`src/rtl/telem_pkg.sv`:
```
// Shared types and constants for the eBike telemetry packet decoder.
// The shadow-load helper maps a payload index onto the 12-bit field it fills.
package telem_pkg;

   typedef enum logic [1:0] {
      HUNT_AA,
      HUNT_55,
      PAYLOAD,
      COMMIT
   } state_t;

   localparam logic [7:0] SYNC0       = 8'hAA;
   localparam logic [7:0] SYNC1       = 8'h55;
   localparam int         PAYLOAD_LEN = 6;

   typedef struct packed {
      logic [11:0] batt;
      logic [11:0] curr;
      logic [11:0] torque;
   } telem_t;

   // Even indices carry the high nibble of a field, odd indices its low byte.
   function automatic telem_t load_shadow(input telem_t s, input logic [2:0] idx,
                                          input logic [7:0] b);
      telem_t r;
      r = s;
      case (idx)
         3'd0:    r.batt[11:8]   = b[3:0];
         3'd1:    r.batt[7:0]    = b;
         3'd2:    r.curr[11:8]   = b[3:0];
         3'd3:    r.curr[7:0]    = b;
         3'd4:    r.torque[11:8] = b[3:0];
         3'd5:    r.torque[7:0]  = b;
         default: r = s;
      endcase
      return r;
   endfunction

endpackage

```
`src/rtl/telem_decode_tmo.sv`:
```
// Inter-byte timeout counter: counts while enabled, zeroed by clear or when disabled.
// An accepted byte (clear) in the expiry cycle suppresses the expire pulse.
module telem_tmo #(
   parameter int TIMEOUT = 100000
) (
   input  logic clk,
   input  logic rst,
   input  logic clear,
   input  logic enable,
   output logic expire
);

   localparam int W = $clog2(TIMEOUT + 1);

   logic [W-1:0] count;

   // Holds at TIMEOUT so a stalled FSM can never wrap the count back to zero.
   always_ff @(posedge clk or posedge rst) begin
      if (rst)
         count <= '0;
      else if (clear || !enable)
         count <= '0;
      else if (count != W'(TIMEOUT))
         count <= count + 1'b1;
   end

   assign expire = enable && !clear && (count == W'(TIMEOUT));

endmodule

```
`src/rtl/telem_decode.sv`:
```
// Frames the 8-byte eBike telemetry packet from UART_rcv bytes and publishes
// batt/curr/torque atomically, with abort handling for bad nibbles and timeouts.
module telem_decode
   import telem_pkg::*;
#(
   parameter int TIMEOUT = 100000
) (
   input  logic        clk,
   input  logic        rst,
   input  logic        rdy,
   input  logic [7:0]  rx_data,
   output logic        clr_rdy,
   output logic [11:0] batt,
   output logic [11:0] curr,
   output logic [11:0] torque,
   output logic        vld,
   output logic        pkt_err,
   output logic [15:0] pkt_cnt,
   output logic [7:0]  err_cnt
);

   state_t     state, state_nxt;
   logic [2:0] idx, idx_nxt;
   telem_t     shadow, shadow_nxt;
   logic       accept;
   logic       abort;
   logic       expire;
   logic       tmo_en;

   // COMMIT refuses bytes so a next-packet 0xAA waits on rdy and lands in HUNT_AA.
   assign accept = rdy && !clr_rdy && (state != COMMIT);
   assign tmo_en = (state == HUNT_55) || (state == PAYLOAD);

   telem_tmo #(.TIMEOUT(TIMEOUT)) u_tmo (
      .clk    (clk),
      .rst    (rst),
      .clear  (accept),
      .enable (tmo_en),
      .expire (expire)
   );

   always_ff @(posedge clk or posedge rst) begin
      if (rst) begin
         state  <= HUNT_AA;
         idx    <= '0;
         shadow <= '0;
      end else begin
         state  <= state_nxt;
         idx    <= idx_nxt;
         shadow <= shadow_nxt;
      end
   end

   always_comb begin
      state_nxt  = state;
      idx_nxt    = idx;
      shadow_nxt = shadow;
      abort      = 1'b0;
      case (state)
         HUNT_AA: begin
            if (accept && rx_data == SYNC0)
               state_nxt = HUNT_55;
         end
         HUNT_55: begin
            if (expire) begin
               abort     = 1'b1;
               state_nxt = HUNT_AA;
            end else if (accept) begin
               if (rx_data == SYNC1) begin
                  state_nxt = PAYLOAD;
                  idx_nxt   = '0;
               end else if (rx_data != SYNC0) begin
                  state_nxt = HUNT_AA;
               end
            end
         end
         PAYLOAD: begin
            if (expire) begin
               abort      = 1'b1;
               shadow_nxt = '0;
               state_nxt  = HUNT_AA;
            end else if (accept) begin
               // A bad high byte that is itself 0xAA is treated as the next sync.
               if (!idx[0] && rx_data[7:4] != 4'h0) begin
                  abort      = 1'b1;
                  shadow_nxt = '0;
                  state_nxt  = (rx_data == SYNC0) ? HUNT_55 : HUNT_AA;
               end else begin
                  shadow_nxt = load_shadow(shadow, idx, rx_data);
                  if (idx == 3'(PAYLOAD_LEN - 1))
                     state_nxt = COMMIT;
                  else
                     idx_nxt = idx + 3'd1;
               end
            end
         end
         COMMIT:  state_nxt = HUNT_AA;
         default: state_nxt = HUNT_AA;
      endcase
   end

   // All outputs are registered; the three fields load together from the shadows.
   always_ff @(posedge clk or posedge rst) begin
      if (rst) begin
         clr_rdy <= 1'b0;
         vld     <= 1'b0;
         pkt_err <= 1'b0;
         batt    <= '0;
         curr    <= '0;
         torque  <= '0;
         pkt_cnt <= '0;
         err_cnt <= '0;
      end else begin
         clr_rdy <= accept;
         vld     <= (state == COMMIT);
         pkt_err <= abort;
         if (state == COMMIT) begin
            batt    <= shadow.batt;
            curr    <= shadow.curr;
            torque  <= shadow.torque;
            pkt_cnt <= pkt_cnt + 16'd1;
         end
         if (abort && err_cnt != 8'hFF)
            err_cnt <= err_cnt + 8'd1;
      end
   end

endmodule

```
`config.mk`:
```
export PLATFORM = sky130hd
export DESIGN_NAME = telem_decode
export DESIGN_NICKNAME = d
export VERILOG_FILES = /design/src/rtl/telem_pkg.sv /design/src/rtl/telem_decode_tmo.sv /design/src/rtl/telem_decode.sv
export SDC_FILE = /design/constraint.sdc
export NUM_CORES = 1
export LEC_CHECK = 0
export BUFFER_PORTS_ARGS = -buffer_cell sky130_fd_sc_hd__buf_2
export CELL_PAD_IN_SITES_DETAIL_PLACEMENT = 1
export CELL_PAD_IN_SITES_GLOBAL_PLACEMENT = 1
export CORE_ASPECT_RATIO = 0.5
export CORE_UTILIZATION = 42
export CTS_CLUSTER_DIAMETER = 120
export CTS_CLUSTER_SIZE = 30
export DETAILED_ROUTE_END_ITERATION = 7
export PLACE_DENSITY_LB_ADDON = 0.1
export SYNTH_ARGS = -nofsm -noshare
export SYNTH_HDL_FRONTEND = slang
export SYNTH_SLANG_ARGS = --single-unit
```
`constraint.sdc`:
```
create_clock -name clk -period 3.4 [get_ports clk]
set_input_delay 0.17 -clock clk [delete_from_list [all_inputs] [get_ports clk]]
set_output_delay 0.17 -clock clk [all_outputs]
set_load 0.05 [all_outputs]
```
* Word-level counts from Yosys, hierarchy flattened
Index checks and enable logic that the tools add are counted.
** Word-level totals
- ROM bits :: 0
- RAM bits :: 0
- Latch bits :: 0
- Bits in registers :: 121
- Input bits :: 11
- Output and inout port bits :: 63
- Word-level logic and storage cells :: 116
- Memories :: 0
** Cells by class
- Multiplexer cells :: 35
- Multipliers :: 0
- Reduce and logical (&&, ||, !) cells :: 33
- Shifts and indexed selects :: 0
- Div/mod/pow operators :: 0
- $add $sub $neg :: 4
- Bitwise operators :: 0
- Equal/unequal tests :: 27
- Order comparisons :: 0
** Operators by type and width (number)
- 36-bit two-way mux :: 3
- 17-bit two-way mux :: 2
- 8-bit two-way mux :: 3
- 3-bit two-way mux :: 7
- 2-bit two-way mux :: 9
- 3-bit AND reduction :: 6
- 3-bit nonzero test :: 6
- 17-bit by 1-bit adder with 17-bit output, second input constant :: 1
- 17-bit equality test, second input constant :: 1
- 17-bit inequality test, second input constant :: 1
- 16-bit by 1-bit adder with 16-bit output, second input constant :: 1
- 2-bit inequality test, second input constant :: 8
- 8-bit inequality test, second input constant :: 2
- 4-bit two-way mux :: 3
- 8-bit by 1-bit adder with 8-bit output, second input constant :: 1
- 8-bit by 7-bit equality test with 1-bit output, second input constant :: 1
- 8-bit equality test, second input constant :: 1
- 4-bit by 2-bit inequality test with 1-bit output, second input constant :: 2
- 2-bit one-hot mux with 4 select lines :: 1
- 8-bit AND reduction :: 1
- 1-bit logical AND :: 7
- 3-bit by 2-bit equality test with 1-bit output, second input constant :: 2
- 3-bit equality test, second input constant :: 2
- 3-bit inequality test, second input constant :: 2
- 15 further kinds :: 26

* Depth between registers and ports, before layout
Gate-level depths: netlist of the first run.
- Depth in word-level cells :: 9
- Mapped depth :: 10
- Mapped depth without buffers :: 7

* Modules after synthesis
From an unflattened synthesis of the first run, not the netlist that was laid out.
** Unflattened totals
- Cell total of the unflattened synthesis :: 443
- Area, all modules :: 5407.7 sq um
** Modules (own cells, without submodules)
- telem_decode :: seq. area each 2602.5 sq um, cells each 347, times used 1, area an instance 4451.8 sq um
- telem_tmo :: seq. area each 425.4 sq um, cells each 96, times used 1, area an instance 955.9 sq um

* Least setup slack after synthesis of the first run
Ideal clock, no wire load.
- Kind :: register to register
- From :: reg state[0]
- To :: reg shadow[0] (netlist name)
- Data required time :: 3275 ps
- Setup time :: 125 ps
- Data arrival time :: 2156 ps
- Buffers on the path :: 3
- Cell stages (with the launch flop) :: 10
- Setup slack :: 1119 ps
- Cells stage by stage :: dfrtp_1 -> ha_1 -> clkbuf_2 -> or3b_1 -> buf_6 -> nand2_8 -> nor2_2 -> buf_6 -> o21ai_4 -> mux2_4
** Between the ends
- Longest elaborated chain between the ends :: 7
** RTL lines
- from (decl) :: RTL line telem_decode.sv:22 : state_t state, state_nxt;
- from (signal assigned) :: RTL line telem_decode.sv:48 : state <= state_nxt;
- 2-bit inequality test :: RTL line telem_decode.sv:31 : assign accept = rdy && !clr_rdy && (state != COMMIT);
- 1-bit logical AND :: RTL line telem_decode.sv:31
- 1-bit logical NOT :: RTL line telem_decode_tmo.sv:27 : assign expire = enable && !clear && (count == W'(TIMEOUT));
- 1-bit logical AND (2 in series) :: RTL line telem_decode_tmo.sv:27
- 3-bit nonzero test (no line) or 2-bit nonzero test (tied branches)
- 3-bit AND reduction (no line)
- to (signal assigned) :: RTL line telem_decode.sv:50 : shadow <= shadow_nxt;
- to (decl) :: RTL line telem_decode.sv:24 : telem_t shadow, shadow_nxt;
Several ways; a longest one is shown, not always the timed one.
A chain may end at the register's enable or synchronous reset.

* Final worst setup path of the first run
- From :: reg state[0]
- To :: reg shadow[14] (netlist name)
Same word-level chain as after synthesis.

==> results_tabular.tex, run 1 <==
\begin{tabular}{lr}
\hline
Metric & Value \\
\hline
\multicolumn{2}{l}{\textbf{Synth}} \\
Cell area after technology mapping & 0.005460 mm² \\
Cell type contributing the most total cell area after synthesis & dfrtp\_1 \\
Count of state elements after synthesis & 121 \\
Most common cell in the netlist & dfrtp\_1 \\
Portion of the post-synthesis area used by sequential elements & 55.45\% \\
Fraction of registers with async set/reset & 100.0\% \\
Fraction of synthesized cell area taken by the top area cell type & 55.45\% \\
EDFF count, synth & 0 \\
Dominant synthesized flop cell & dfrtp\_1 \\
Count of distinct cell types in the synthesized netlist & 56 \\
Main area contributors after synthesis & dfrtp\_1 55\%, mux2\_2 8.5\%, ha\_1 3.2\% \\
Post-synth top cells & 121 x dfrtp\_1, 41 x mux2\_2, 35 x nand2\_1 \\
Number of warnings reported in the yosys synthesis log & 0 \\
Gate Count Post-Synth & 442 \\
Per-instance average area after synthesis & 12.35 µm² \\
Synth Net Count & 467 \\
\multicolumn{2}{l}{\textbf{Route}} \\
Post-DR wirelength/cell & 17.64 µm \\
Number of DRC markers in iteration 0 & 127 \\
Count of antenna-violating nets left after detailed routing & 0 \\
Number of iterations in the first detailed-routing pass & 4 \\
Number of remaining DRC errors & 0 \\
Detail-routed via count per cell & 5.245 \\
Routed vias & 3,724 \\
Wire length after detailed routing & 12,530 µm \\
\multicolumn{2}{l}{\textbf{Worst setup path}} \\
Slowest stage delay, CP & 0.61 ns \\
Crit path max fanout & 18 \\
Reg-to-reg critical path startpoint & state[0] \\
Launch point of the worst path & state[0] \\
Setup crit start kind & register \\
Critical path type & reg -> reg \\
R2r endpoint & shadow[14] \\
Critical Path, Cell by Cell & ha\_2 > or3b\_1 > nand2\_8 > nor2\_2 > buf\_4 > o21ai\_2 > mux2\_2 \\
Data arrival at the endpoint of the critical path & 2.97 ns \\
Crit path to & shadow[14] \\
Worst Reg2Reg Path Length in Cells & 7 \\
Worst reg2reg setup slack & 0.72 ns \\
Critical path's slowest cell & or3b\_1 \\
Crit path required time & 3.69 ns \\
Kind of end point of the critical path & register \\
\multicolumn{2}{l}{\textbf{Floorplan}} \\
Floorplan core area & 0.01266 mm² \\
DIE AREA & 0.01349 mm² \\
Chip width & 163.3 µm \\
Starting utilization of the core area & 43.12\% \\
Vertical extent of the die & 82.63 µm \\
Top Ports & 74 \\
Floorplan row count & 29 \\
\multicolumn{2}{l}{\textbf{Timing}} \\
RSZ-0062 raised after global routing & no \\
Worst-case headroom to the max-slew limit & 47.29\% \\
Final Worst Setup Slack & 0.7244 ns \\
Least-Margin Pin Slew & 0.7853 ns \\
Fmax & 373.7 MHz \\
Final-layout setup total negative slack & 0 ns \\
Crit share post-route & 78.69\% \\
Worst hold margin & 0.1713 ns \\
Max-slew violations & 0 \\
Min cycle time layout & 2.676 ns \\
Final count of negative-setup-slack endpoints & 0 \\
Clock skew & 0.006082 ns \\
Final Hold Viols & 0 \\
\multicolumn{2}{l}{\textbf{Power}} \\
Power per Cell Area & 701.9 mW/mm² \\
Overall power of the completed layout & 4.630 mW \\
Maximum vdd ir drop & 292.6 µV \\
Leakage & 3.321 nW \\
\multicolumn{2}{l}{\textbf{Final layout}} \\
Layout Cells excl Fill & 710 \\
Area growth from synthesis to final layout & 20.81\% \\
Total area of multi-input combinational cells & 0.002283 mm² \\
Util after Layout & 52.09\% \\
ANT cells & 0 \\
Final design area excluding fillers & 0.006596 mm² \\
Ratio of cells with drive above 1 in the final layout & 32.04\% \\
Net count of the finished layout & 553 \\
Footprint of the flip-flops and latches & 0.003028 mm² \\
Fill cell instance count of the final layout & 1,363 \\
\multicolumn{2}{l}{\textbf{Global route}} \\
Congestion Overflow GR & 0 \\
Total GRT Usage & 20.12\% \\
Global-route met1 utilization & 26.63\% \\
Antenna violations before repair & 0 \\
Pin count of the biggest net entering global routing & 58 \\
Via count of the first global-routing pass & 3,799 \\
Global routing usage on met3 & 4.995\% \\
Busiest grt layer & met2 \\
Global-route wire length before repair & 20,480 µm \\
Met2 demand-to-capacity share in global routing & 32.33\% \\
\multicolumn{2}{l}{\textbf{Clock network}} \\
Clock latency of the later-clocked register in the worst-skew pair & 0.41 ns \\
Library cell used as clock root buffer & clkbuf\_16 \\
CTS H-Tree Depth & 4 \\
Total clock buffers created by CTS & 17 \\
Total number of clock tree sinks & 121 \\
Clock edge transition at the registers on the reported setup and hold paths & 0.06 ns \\
Maximum count of clock buffers along a single path & 2 \\
TritonCTS clock tree & yes \\
\multicolumn{2}{l}{\textbf{Flow run}} \\
\# Max-Cap Violations & 0 \\
\multicolumn{2}{l}{\textbf{Placement}} \\
Half-perimeter wire length of the detailed placement result & 8420 µm \\
Port Buf Inserts & 73 \\
DP Area & 0.006030 mm² \\
Placer's final routability congestion estimate & 0.7700 \\
Pre-CTS worst setup slack & 0.6957 ns \\
Placed Cells incl. Taps & 678 \\
\multicolumn{2}{l}{\textbf{Min path}} \\
Hold Path Depth & 3 \\
Hold Path Class & in -> reg \\
\multicolumn{2}{l}{\textbf{Run status}} \\
Status & finished clean \\
\hline
\end{tabular}
[per-layer routing]
layer / vias to the layer above / part of all wire [%]
met4: 0 / 0.99
li1: 1729 / -
met3: 13 / 3.7
met5: - / 0
met2: 64 / 47
met1: 1918 / 48
[worst max-delay path: cells and delay by family (launching register included)]
kind,cells,cell delay (ns)
AND/OR/NAND/NOR,3,0.92
AO/OA/AOI/OAI,1,0.43
flip-flops,1,0.42
multiplexers,1,0.39
adder cells (fa/ha/maj),1,0.21
buffers and inverters,1,0.19
[how the worst min path moves through the flow]
stage | end | startpoint | slack (ns)
2_1_floorplan | shadow[28] | rx_data[4] | 0.38
3_3_place_gp | err_cnt[3] | rst | 0.26
3_5_place_dp | err_cnt[1] | rst | 0.26
4_1_cts | shadow[35] | rx_data[3] | 0.15
5_1_grt | shadow[11] | rx_data[3] | 0.18
6_report | shadow[35] | rx_data[3] | 0.17
[what timing repair did]
action                                 CTS  global route
resized for setup                        0             0
hold buffers                             1             0
buffers inserted                         0             0
endpoints found under the hold margin   39             0
[where the power goes]
group / total, mW / internal [mW] / switching [mW]
clock: 1.70 / 1.04 / 0.660
sequential: 1.80 / 1.64 / 0.163
combinational: 1.12 / 0.330 / 0.794
total: 4.63 / 3.01 / 1.62
[flip-flops by register name, indices dropped and copies added, names as in the netlist, 3 cells and up]
name         flops
err_cnt          8
pkt_cnt         16
idx              3
batt            12
u_tmo.count     17
curr            12
shadow          36
torque          12
[cells in the final DEF (no fill, tap or decap), types with 3 or more instances in the layout]
| cell | netlist | layout |
|---|---|---|
| dfrtp_1 | 121 | 121 |
| buf_2 | 2 | 73 |
| mux2_2 | 41 | 41 |
| nand2_1 | 35 | 35 |
| nor2_1 | 29 | 29 |
| inv_1 | 22 | 21 |
| xor2_1 | 20 | 20 |
| nand3_1 | 17 | 17 |
| clkbuf_16 | 0 | 17 |
| mux2i_1 | 15 | 15 |
| xnor2_1 | 14 | 14 |
| ha_1 | 14 | 13 |
| o22ai_1 | 12 | 12 |
| nand4_1 | 11 | 11 |
| a21oi_1 | 8 | 8 |
| mux2_4 | 8 | 8 |
| and4_1 | 6 | 6 |
| clkinv_2 | 1 | 4 |
| nor3_1 | 4 | 4 |
| nand2b_1 | 4 | 4 |
| o21ai_0 | 4 | 4 |
| clkinv_4 | 0 | 4 |
| buf_4 | 0 | 4 |
| nor4_1 | 3 | 3 |
| nand4b_1 | 3 | 3 |
[final cells by class]
| cell class | count | area share (%) |
|---|---|---|
| sequential | 121 | 45.90 |
| multi-input combinational | 286 | 34.62 |
| inverter | 23 | 1.366 |
| timing repair buffer | 79 | 6.449 |
| tap | 170 | 3.225 |
| clock buffer | 21 | 6.980 |
| clock inverter | 10 | 1.461 |
[logic make-up (layout without fill, tap and decap cells)]
logic type / count (synthesis) / in the layout / synth area share, %
AND/OR/NAND/NOR: 133 / 133 / 14.18
flip-flops: 121 / 121 / 55.45
multiplexers: 65 / 65 / 13.61
AO/OA/AOI/OAI: 40 / 40 / 5.317
buffers and inverters: 35 / 133 / 2.773
XOR/XNOR: 34 / 34 / 5.454
adder cells (fa/ha/maj): 14 / 14 / 3.208
No activity file was read; power rests on OpenSTA's default activity.
==> run 2: changes to the inputs <==
--- a/config.mk
+++ b/config.mk
@@ -9,7 +9,7 @@
 export CELL_PAD_IN_SITES_DETAIL_PLACEMENT = 1
 export CELL_PAD_IN_SITES_GLOBAL_PLACEMENT = 1
 export CORE_ASPECT_RATIO = 0.5
-export CORE_UTILIZATION = 42
+export CORE_UTILIZATION = 46
 export CTS_CLUSTER_DIAMETER = 120
 export CTS_CLUSTER_SIZE = 30
 export DETAILED_ROUTE_END_ITERATION = 7
==> constraint.sdc (replaced) <==
create_clock -name clk -period 2.8 [get_ports clk]
set_input_delay 0.14 -clock clk [delete_from_list [all_inputs] [get_ports clk]]
set_output_delay 0.14 -clock clk [all_outputs]
set_load 0.05 [all_outputs]
==> results_tabular.tex, run 2 (synthesis gave the netlist of run 1 again) <==
\begin{tabular}{lr}
\hline
Metric & Value \\
\hline
\multicolumn{2}{l}{\textbf{Placement}} \\
Pre-CTS worst setup slack & 0.3202 ns (was 0.6957 ns) \\
DP Area & 0.006027 mm² (was 0.006030 mm²) \\
Placer's final routability congestion estimate & 0.8021 (was 0.7700) \\
Placed Cells incl. Taps & 670 (was 678) \\
Port Buf Inserts & 73 (unchanged) \\
Half-perimeter wire length of the detailed placement result & 8920 µm (was 8420 µm) \\
\multicolumn{2}{l}{\textbf{Floorplan}} \\
DIE AREA & 0.01234 mm² (was 0.01349 mm²) \\
Top Ports & 74 (unchanged) \\
Chip width & 156.1 µm (was 163.3 µm) \\
Vertical extent of the die & 79.04 µm (was 82.63 µm) \\
Starting utilization of the core area & 48.39\% (was 43.12\%) \\
Floorplan core area & 0.01128 mm² (was 0.01266 mm²) \\
Floorplan row count & 27 (was 29) \\
\multicolumn{2}{l}{\textbf{Global route}} \\
Congestion Overflow GR & 0 (unchanged) \\
Global-route wire length before repair & 21,040 µm (was 20,480 µm) \\
Pin count of the biggest net entering global routing & 42 (was 58) \\
Total GRT Usage & 22.71\% (was 20.12\%) \\
Via count of the first global-routing pass & 3,943 (was 3,799) \\
Antenna violations before repair & 0 (unchanged) \\
\multicolumn{2}{l}{\textbf{Final layout}} \\
Area growth from synthesis to final layout & 22.25\% (was 20.81\%) \\
Leading cell type in the layout, fill and taps excluded & dfrtp\_1 (unchanged) \\
Util after Layout & 59.16\% (was 52.09\%) \\
Net count of the finished layout & 556 (was 553) \\
ANT cells & 0 (unchanged) \\
Layout Cells excl Fill & 703 (was 710) \\
Largest regs & shadow: 36 flops, u\_tmo.count: 17 flops, pkt\_cnt: 16 flops (unchanged) \\
Final design area excluding fillers & 0.006675 mm² (was 0.006596 mm²) \\
Register with the most flip-flops & shadow (unchanged) \\
Ratio of cells with drive above 1 in the final layout & 32.90\% (was 32.04\%) \\
Commonest cells after routing, fill and taps aside & 121 x dfrtp\_1, 73 x buf\_2, 41 x mux2\_2, 35 x nand2\_1, 29 x nor2\_1 (unchanged) \\
Flip-flop count of the largest register after layout & 36 (unchanged) \\
\multicolumn{2}{l}{\textbf{Timing}} \\
Clock skew & 0.007252 ns (was 0.006082 ns) \\
Worst hold margin & 0.1374 ns (was 0.1713 ns) \\
Final Hold Viols & 0 (unchanged) \\
Worst-case headroom to the max-slew limit & 50.33\% (was 47.29\%) \\
RSZ-0062 raised after global routing & no (unchanged) \\
Least-Margin Pin Slew & 0.7400 ns (was 0.7853 ns) \\
Crit share post-route & 89.37\% (was 78.69\%) \\
Max-slew violations & 0 (unchanged) \\
Final count of negative-setup-slack endpoints & 0 (unchanged) \\
Final-layout setup total negative slack & 0 ns (unchanged) \\
Min cycle time layout & 2.502 ns (was 2.676 ns) \\
Final Worst Setup Slack & 0.2977 ns (was 0.7244 ns) \\
Fmax & 399.6 MHz (was 373.7 MHz) \\
\multicolumn{2}{l}{\textbf{Clock network}} \\
Library cell used as clock root buffer & clkbuf\_16 (unchanged) \\
CTS H-Tree Depth & 4 (unchanged) \\
Clock edge transition at the registers on the reported setup and hold paths & 0.06 ns (about the same) \\
Clock latency of the later-clocked register in the worst-skew pair & 0.41 ns (about the same) \\
Total clock buffers created by CTS & 17 (unchanged) \\
Maximum count of clock buffers along a single path & 2 (unchanged) \\
Total number of clock tree sinks & 121 (unchanged) \\
TritonCTS clock tree & yes (unchanged) \\
\multicolumn{2}{l}{\textbf{Route}} \\
Number of DRC markers in iteration 0 & 172 (was 127) \\
Count of antenna-violating nets left after detailed routing & 0 (unchanged) \\
Number of remaining DRC errors & 0 (unchanged) \\
Wire length after detailed routing & 12,760 µm (was 12,530 µm) \\
Number of iterations in the first detailed-routing pass & 4 (unchanged) \\
Post-DR wirelength/cell & 18.15 µm (was 17.64 µm) \\
Routed vias & 3,713 (was 3,724) \\
Detail-routed via count per cell & 5.282 (was 5.245) \\
\multicolumn{2}{l}{\textbf{Power}} \\
Leakage & 3.359 nW (was 3.321 nW) \\
Maximum vdd ir drop & 426.8 µV (was 292.6 µV) \\
Power per Cell Area & 887.7 mW/mm² (was 701.9 mW/mm²) \\
Overall power of the completed layout & 5.925 mW (was 4.630 mW) \\
\multicolumn{2}{l}{\textbf{Flow run}} \\
\# Max-Cap Violations & 0 (unchanged) \\
\multicolumn{2}{l}{\textbf{Worst setup path}} \\
Critical path's slowest cell & or3b\_1 (unchanged) \\
Critical Path, Cell by Cell & ha\_2 > or3b\_1 > buf\_4 > nor4\_4 > a21oi\_4 > nor2\_1 > mux2\_1 (was ha\_2 > or3b\_1 > nand2\_8 > nor2\_2 > buf\_4 > o21ai\_2 > mux2\_2) \\
Crit path required time & 3.09 ns (was 3.69 ns) \\
Top Family by Delay on Critical Path & simple AND/OR/NAND/NOR gates (unchanged) \\
Slowest stage delay, CP & 0.48 ns (was 0.61 ns) \\
Kind of end point of the critical path & register (unchanged) \\
Setup crit start kind & register (unchanged) \\
Critical path type & reg -> reg (unchanged) \\
Combined buffer and inverter count along the critical path & 1 (unchanged) \\
Crit path max fanout & 9 (was 18) \\
Data arrival at the endpoint of the critical path & 2.79 ns (was 2.97 ns) \\
\multicolumn{2}{l}{\textbf{Min path}} \\
Hold Path Class & in -> reg (unchanged) \\
\multicolumn{2}{l}{\textbf{Run status}} \\
Status & finished clean (unchanged) \\
\hline
\end{tabular}
[run 2: cell types whose count changed in the layout (fill, tap and decap cells not counted), sizes merged]
| cell | change |
|---|---|
| clkinvlp | +2 |
| inv | +3 |
| clkbuf | -4 |
| bufinv | +3 |
| clkinv | -3 |
| buf | +3 |
[run 2: final cells by class]
| cell class | count | area (µm²) |
|---|---|---|
| fillers | 1200 | 4608 |
| flip-flops and latches | 121 | 3028 |
| multi-input cells | 286 | 2283 |
| repair buffers | 82 | 435.4 |
| clock buffers | 17 | 425.4 |
| clock inverters | 15 | 212.7 |
| well taps | 159 | 198.9 |
| inverters | 23 | 91.34 |
[run 2: repair_timing]
action | in CTS | in global routing
buffers inserted | 0 | 0
gates resized for setup | 0 | 0
hold buffers | 1 | 0
hold endpoints to repair | 10 | 0
[run 2: worst paths after layout]
| check | cells past startpoint | startpoint | slack [ns] | endpoint |
|---|---|---|---|---|
| worst max-delay path | 7 | state[0] | 0.30 | err_cnt[1] |
| worst min-delay path | 3 | rx_data[3] | 0.14 | shadow[35] |
| worst max register to register | 7 | state[0] | 0.30 | err_cnt[1] |
| worst min register to register | 1 | pkt_cnt[15] | 0.46 | pkt_cnt[15] |
| max in group asynchronous | 4 | rst | 1.79 | u_tmo.count[14] |
| min in group asynchronous | 3 | rst | 0.22 | pkt_cnt[4] |
[run 2: worst reg2reg max path, cell delays in order (launching register included)]
cell and delay [ns]:
dfrtp_1 0.43, ha_2 0.23, or3b_1 0.48, buf_4 0.22, nor4_4 0.35, a21oi_4 0.12, nor2_1 0.19, mux2_1 0.35
[run 2: power by group]
part	switching [mW]	leakage (nW)	total [mW]	internal [mW]
Sequential	0.196	1.58	2.19	1.99
Combinational	0.964	1.47	1.36	0.400
Clock	0.864	0.307	2.37	1.51
Total	2.02	3.36	5.93	3.90
[run 2: metal layers]
layer	track usage, %	up-vias	wire [µm]
li1	-	1741	-
met1	30.34	1900	6026
met2	37.28	60	6223
met3	6.004	12	412
met4	5.000	0	94
met5	0	-	0
==> run 3: changes to the inputs <==
--- a/config.mk
+++ b/config.mk
@@ -5,11 +5,12 @@
 export SDC_FILE = /design/constraint.sdc
 export NUM_CORES = 1
 export LEC_CHECK = 0
+export ABC_AREA = 1
 export BUFFER_PORTS_ARGS = -buffer_cell sky130_fd_sc_hd__buf_2
 export CELL_PAD_IN_SITES_DETAIL_PLACEMENT = 1
 export CELL_PAD_IN_SITES_GLOBAL_PLACEMENT = 1
 export CORE_ASPECT_RATIO = 0.5
-export CORE_UTILIZATION = 46
+export CORE_UTILIZATION = 43
 export CTS_CLUSTER_DIAMETER = 120
 export CTS_CLUSTER_SIZE = 30
 export DETAILED_ROUTE_END_ITERATION = 7
==> results_tabular.tex, run 3 <==
\begin{tabular}{lr}
\hline
Metric & Value \\
\hline
\multicolumn{2}{l}{\textbf{Route}} \\
Number of remaining DRC errors & 0 (unchanged) \\
Number of DRC markers in iteration 0 & 213 (was 172) \\
Count of antenna-violating nets left after detailed routing & 0 (unchanged) \\
Post-DR wirelength/cell & 14.70 µm (was 18.15 µm) \\
Number of iterations in the first detailed-routing pass & 4 (unchanged) \\
Routed vias & 4,667 (was 3,713) \\
Wire length after detailed routing & 13,980 µm (was 12,760 µm) \\
Detail-routed via count per cell & 4.907 (was 5.282) \\
\multicolumn{2}{l}{\textbf{Timing}} \\
Final Hold Viols & 0 (unchanged) \\
Fmax & 393.5 MHz (was 399.6 MHz) \\
Final-layout setup total negative slack & 0 ns (unchanged) \\
Max-slew violations & 0 (unchanged) \\
Worst hold margin & 0.1131 ns (was 0.1374 ns) \\
Least-Margin Pin Slew & 0.7979 ns (was 0.7400 ns) \\
Final count of negative-setup-slack endpoints & 0 (unchanged) \\
Min cycle time layout & 2.542 ns (was 2.502 ns) \\
RSZ-0062 raised after global routing & no (unchanged) \\
Final Worst Setup Slack & 0.2584 ns (was 0.2977 ns) \\
Worst-case headroom to the max-slew limit & 46.69\% (was 50.33\%) \\
Crit share post-route & 90.77\% (was 89.37\%) \\
Clock skew & 0.009387 ns (was 0.007252 ns) \\
\multicolumn{2}{l}{\textbf{Clock network}} \\
TritonCTS clock tree & yes (unchanged) \\
Clock edge transition at the registers on the reported setup and hold paths & 0.06 ns (about the same) \\
Post-CTS setup buffers & 0 (unchanged) \\
CTS H-Tree Depth & 4 (unchanged) \\
Library cell used as clock root buffer & clkbuf\_16 (unchanged) \\
Total number of clock tree sinks & 121 (unchanged) \\
Total clock buffers created by CTS & 17 (unchanged) \\
Maximum count of clock buffers along a single path & 2 (unchanged) \\
Clock latency of the later-clocked register in the worst-skew pair & 0.41 ns (about the same) \\
\multicolumn{2}{l}{\textbf{Final layout}} \\
Leading cell type in the layout, fill and taps excluded & nand2\_1 (was dfrtp\_1) \\
Area growth from synthesis to final layout & 20.75\% (was 22.25\%) \\
Commonest cells after routing, fill and taps aside & 285 x nand2\_1, 121 x dfrtp\_1, 73 x buf\_2, 55 x inv\_1, 53 x nor2\_1 (was 121 x dfrtp\_1, 73 x buf\_2, 41 x mux2\_2, 35 x nand2\_1, 29 x nor2\_1) \\
ANT cells & 0 (unchanged) \\
Flip-flop count of the largest register after layout & 36 (unchanged) \\
Layout Cells excl Fill & 951 (was 703) \\
Largest regs & shadow: 36 flops, u\_tmo.count: 17 flops, pkt\_cnt: 16 flops (unchanged) \\
Ratio of cells with drive above 1 in the final layout & 17.03\% (was 32.90\%) \\
Register with the most flip-flops & shadow (unchanged) \\
Net count of the finished layout & 793 (was 556) \\
\multicolumn{2}{l}{\textbf{Worst setup path}} \\
Crit path required time & 3.09 ns (about the same) \\
R2r endpoint & shadow[29] (was err\_cnt[1]) \\
Setup crit start kind & register (unchanged) \\
Kind of end point of the critical path & register (unchanged) \\
Worst reg2reg setup slack & 0.26 ns (was 0.30 ns) \\
Data arrival at the endpoint of the critical path & 2.83 ns (was 2.79 ns) \\
Reg-to-reg critical path startpoint & state[0] (unchanged) \\
Critical path type & reg -> reg (unchanged) \\
Worst Reg2Reg Path Length in Cells & 10 (was 7) \\
Crit path max fanout & 23 (was 9) \\
\multicolumn{2}{l}{\textbf{Placement}} \\
Half-perimeter wire length of the detailed placement result & 9981 µm (was 8920 µm) \\
Placer's final routability congestion estimate & 0.8288 (was 0.8021) \\
Pre-CTS worst setup slack & 0.2173 ns (was 0.3202 ns) \\
Placed Cells incl. Taps & 918 (was 670) \\
Port Buf Inserts & 73 (unchanged) \\
\multicolumn{2}{l}{\textbf{Floorplan}} \\
DIE AREA & 0.01361 mm² (was 0.01234 mm²) \\
Floorplan row count & 29 (was 27) \\
Vertical extent of the die & 83.01 µm (was 79.04 µm) \\
Chip width & 164.0 µm (was 156.1 µm) \\
Starting utilization of the core area & 44.31\% (was 48.39\%) \\
Top Ports & 74 (unchanged) \\
Floorplan core area & 0.01274 mm² (was 0.01128 mm²) \\
\multicolumn{2}{l}{\textbf{Synth}} \\
Portion of the post-synthesis area used by sequential elements & 53.66\% (was 55.45\%) \\
Fraction of synthesized cell area taken by the top area cell type & 53.66\% (was 55.45\%) \\
Fraction of registers with async set/reset & 100.0\% (unchanged) \\
Synth Net Count & 708 (was 467) \\
EDFF count, synth & 0 (unchanged) \\
Dominant synthesized flop cell & dfrtp\_1 (unchanged) \\
Cell type contributing the most total cell area after synthesis & dfrtp\_1 (unchanged) \\
Per-instance average area after synthesis & 8.262 µm² (was 12.35 µm²) \\
Most common cell in the netlist & nand2\_1 (was dfrtp\_1) \\
Count of state elements after synthesis & 121 (unchanged) \\
Cell area after technology mapping & 0.005643 mm² (was 0.005460 mm²) \\
Post-synth top cells & 285 x nand2\_1, 121 x dfrtp\_1, 56 x inv\_1 (was 121 x dfrtp\_1, 41 x mux2\_2, 35 x nand2\_1) \\
Count of distinct cell types in the synthesized netlist & 35 (was 56) \\
Main area contributors after synthesis & dfrtp\_1 54\%, nand2\_1 19\%, inv\_1 3.7\% (was dfrtp\_1 55\%, mux2\_2 8.5\%, ha\_1 3.2\%) \\
Gate Count Post-Synth & 683 (was 442) \\
Number of warnings reported in the yosys synthesis log & 0 (unchanged) \\
\multicolumn{2}{l}{\textbf{Min path}} \\
Startpoint of the tightest hold check path & rdy (was rx\_data[3]) \\
Hold-critical path endpoint & clr\_rdy (was shadow[35]) \\
Hold Path Depth & 3 (unchanged) \\
Hold Path Class & in -> reg (unchanged) \\
\multicolumn{2}{l}{\textbf{Run status}} \\
Status & finished clean (unchanged) \\
\multicolumn{2}{l}{\textbf{Global route}} \\
Via count of the first global-routing pass & 4,739 (was 3,943) \\
Antenna violations before repair & 0 (unchanged) \\
Global-route wire length before repair & 23,440 µm (was 21,040 µm) \\
Total GRT Usage & 22.14\% (was 22.71\%) \\
Pin count of the biggest net entering global routing & 45 (was 42) \\
Congestion Overflow GR & 0 (unchanged) \\
\multicolumn{2}{l}{\textbf{Flow run}} \\
\# Max-Cap Violations & 0 (unchanged) \\
\multicolumn{2}{l}{\textbf{Power}} \\
Power per Cell Area & 680.4 mW/mm² (was 887.7 mW/mm²) \\
Leakage & 3.839 nW (was 3.359 nW) \\
Maximum vdd ir drop & 375.5 µV (was 426.8 µV) \\
\hline
\end{tabular}
==> run 3: cell count changes after synthesis, moves of 6 or more <==
cell,previous run,this run
nand2_1,35,285
o21ai_0,4,20
mux2i_1,15,0
nand3_1,17,39
inv_1,22,56
mux2_4,8,0
xnor2_1,14,7
nor2_1,29,53
and4_1,6,0
o22ai_1,12,0
mux2_2,41,0
==> run 3: final cells by class <==
| class | count | area, µm² |
|---|---|---|
| Clock buffer | 17 | 425.4 |
| Fill cell | 1602 | 5922 |
| Clock inverter | 15 | 165.2 |
| Multi-Input combinational cell | 488 | 2320 |
| Sequential cell | 121 | 3028 |
| Inverter | 60 | 230.2 |
| Timing Repair Buffer | 80 | 432.9 |
| Tap cell | 170 | 212.7 |
==> run 3: metal layers <==
metal	track usage (%)	share of wire [%]
met1	30.45	49
met2	35.13	47
met3	5.195	3.4
met4	5.808	0.79
met5	0	0
==> run 3: worst max-delay path by stage <==
stage	startpoint	endpoint	slack, ns	cells past startpoint
2_1_floorplan	pkt_cnt[1]	pkt_cnt[14]	0.84	5
3_3_place_gp	state[0]	shadow[30]	0.31	10
3_5_place_dp	state[0]	shadow[29]	0.22	10
4_1_cts	state[0]	shadow[29]	0.17	10
5_1_grt	state[0]	shadow[27]	0.03	10
6_report	state[0]	shadow[29]	0.26	10
==> run 3: where the power goes <==
| part | switching, mW | leakage (nW) | internal, mW | total, mW |
|---|---|---|---|---|
| Combinational | 0.457 | 1.87 | 0.152 | 0.610 |
| Clock | 0.872 | 0.283 | 1.33 | 2.20 |
| Sequential | 0.0407 | 1.68 | 1.79 | 1.83 |
| Total | 1.37 | 3.84 | 3.27 | 4.64 |
==> run 3: worst max-delay path: stages (launching register included) <==
cell and delay (ns):
dfrtp_1 0.40, inv_1 0.10, ha_1 0.51, a21boi_2 0.30, nand3_4 0.18, nand2_2 0.10, nand2_2 0.18, clkinv_2 0.30
nand2_2 0.18, nand2_1 0.10, nand2_1 0.06
==> run 3: per-stage QoR <==
step | utilization (%) | area, µm² | power, mW
final | 53.50 | 6814 | 4.636
after global routing | 53.50 | 6814 | 4.827
after CTS | 53.49 | 6813 | 4.686
after detailed placement | 48.78 | 6212 | 2.466
after global placement | 48.78 | 6212 | 2.451
after floorplan | - | 5647 | 2.273
==> run 3: timing repair <==
| item | CTS | global route |
|---|---|---|
| hold buffers | 1 | 0 |
| endpoints found under the hold margin | 33 | 0 |
| gates resized for setup | 0 | 1 |
| setup endpoints to repair | 0 | 13 |
==> run 3: cells by family after synthesis <==
family	after synthesis	share of synthesized area, %
AND/OR/NAND/NOR	412	30.58
AO/OA/AOI/OAI	40	4.014
buffers and inverters	74	5.233
XOR/XNOR	22	3.415
flip-flops	121	53.66
adder cells (fa/ha/maj)	14	3.104
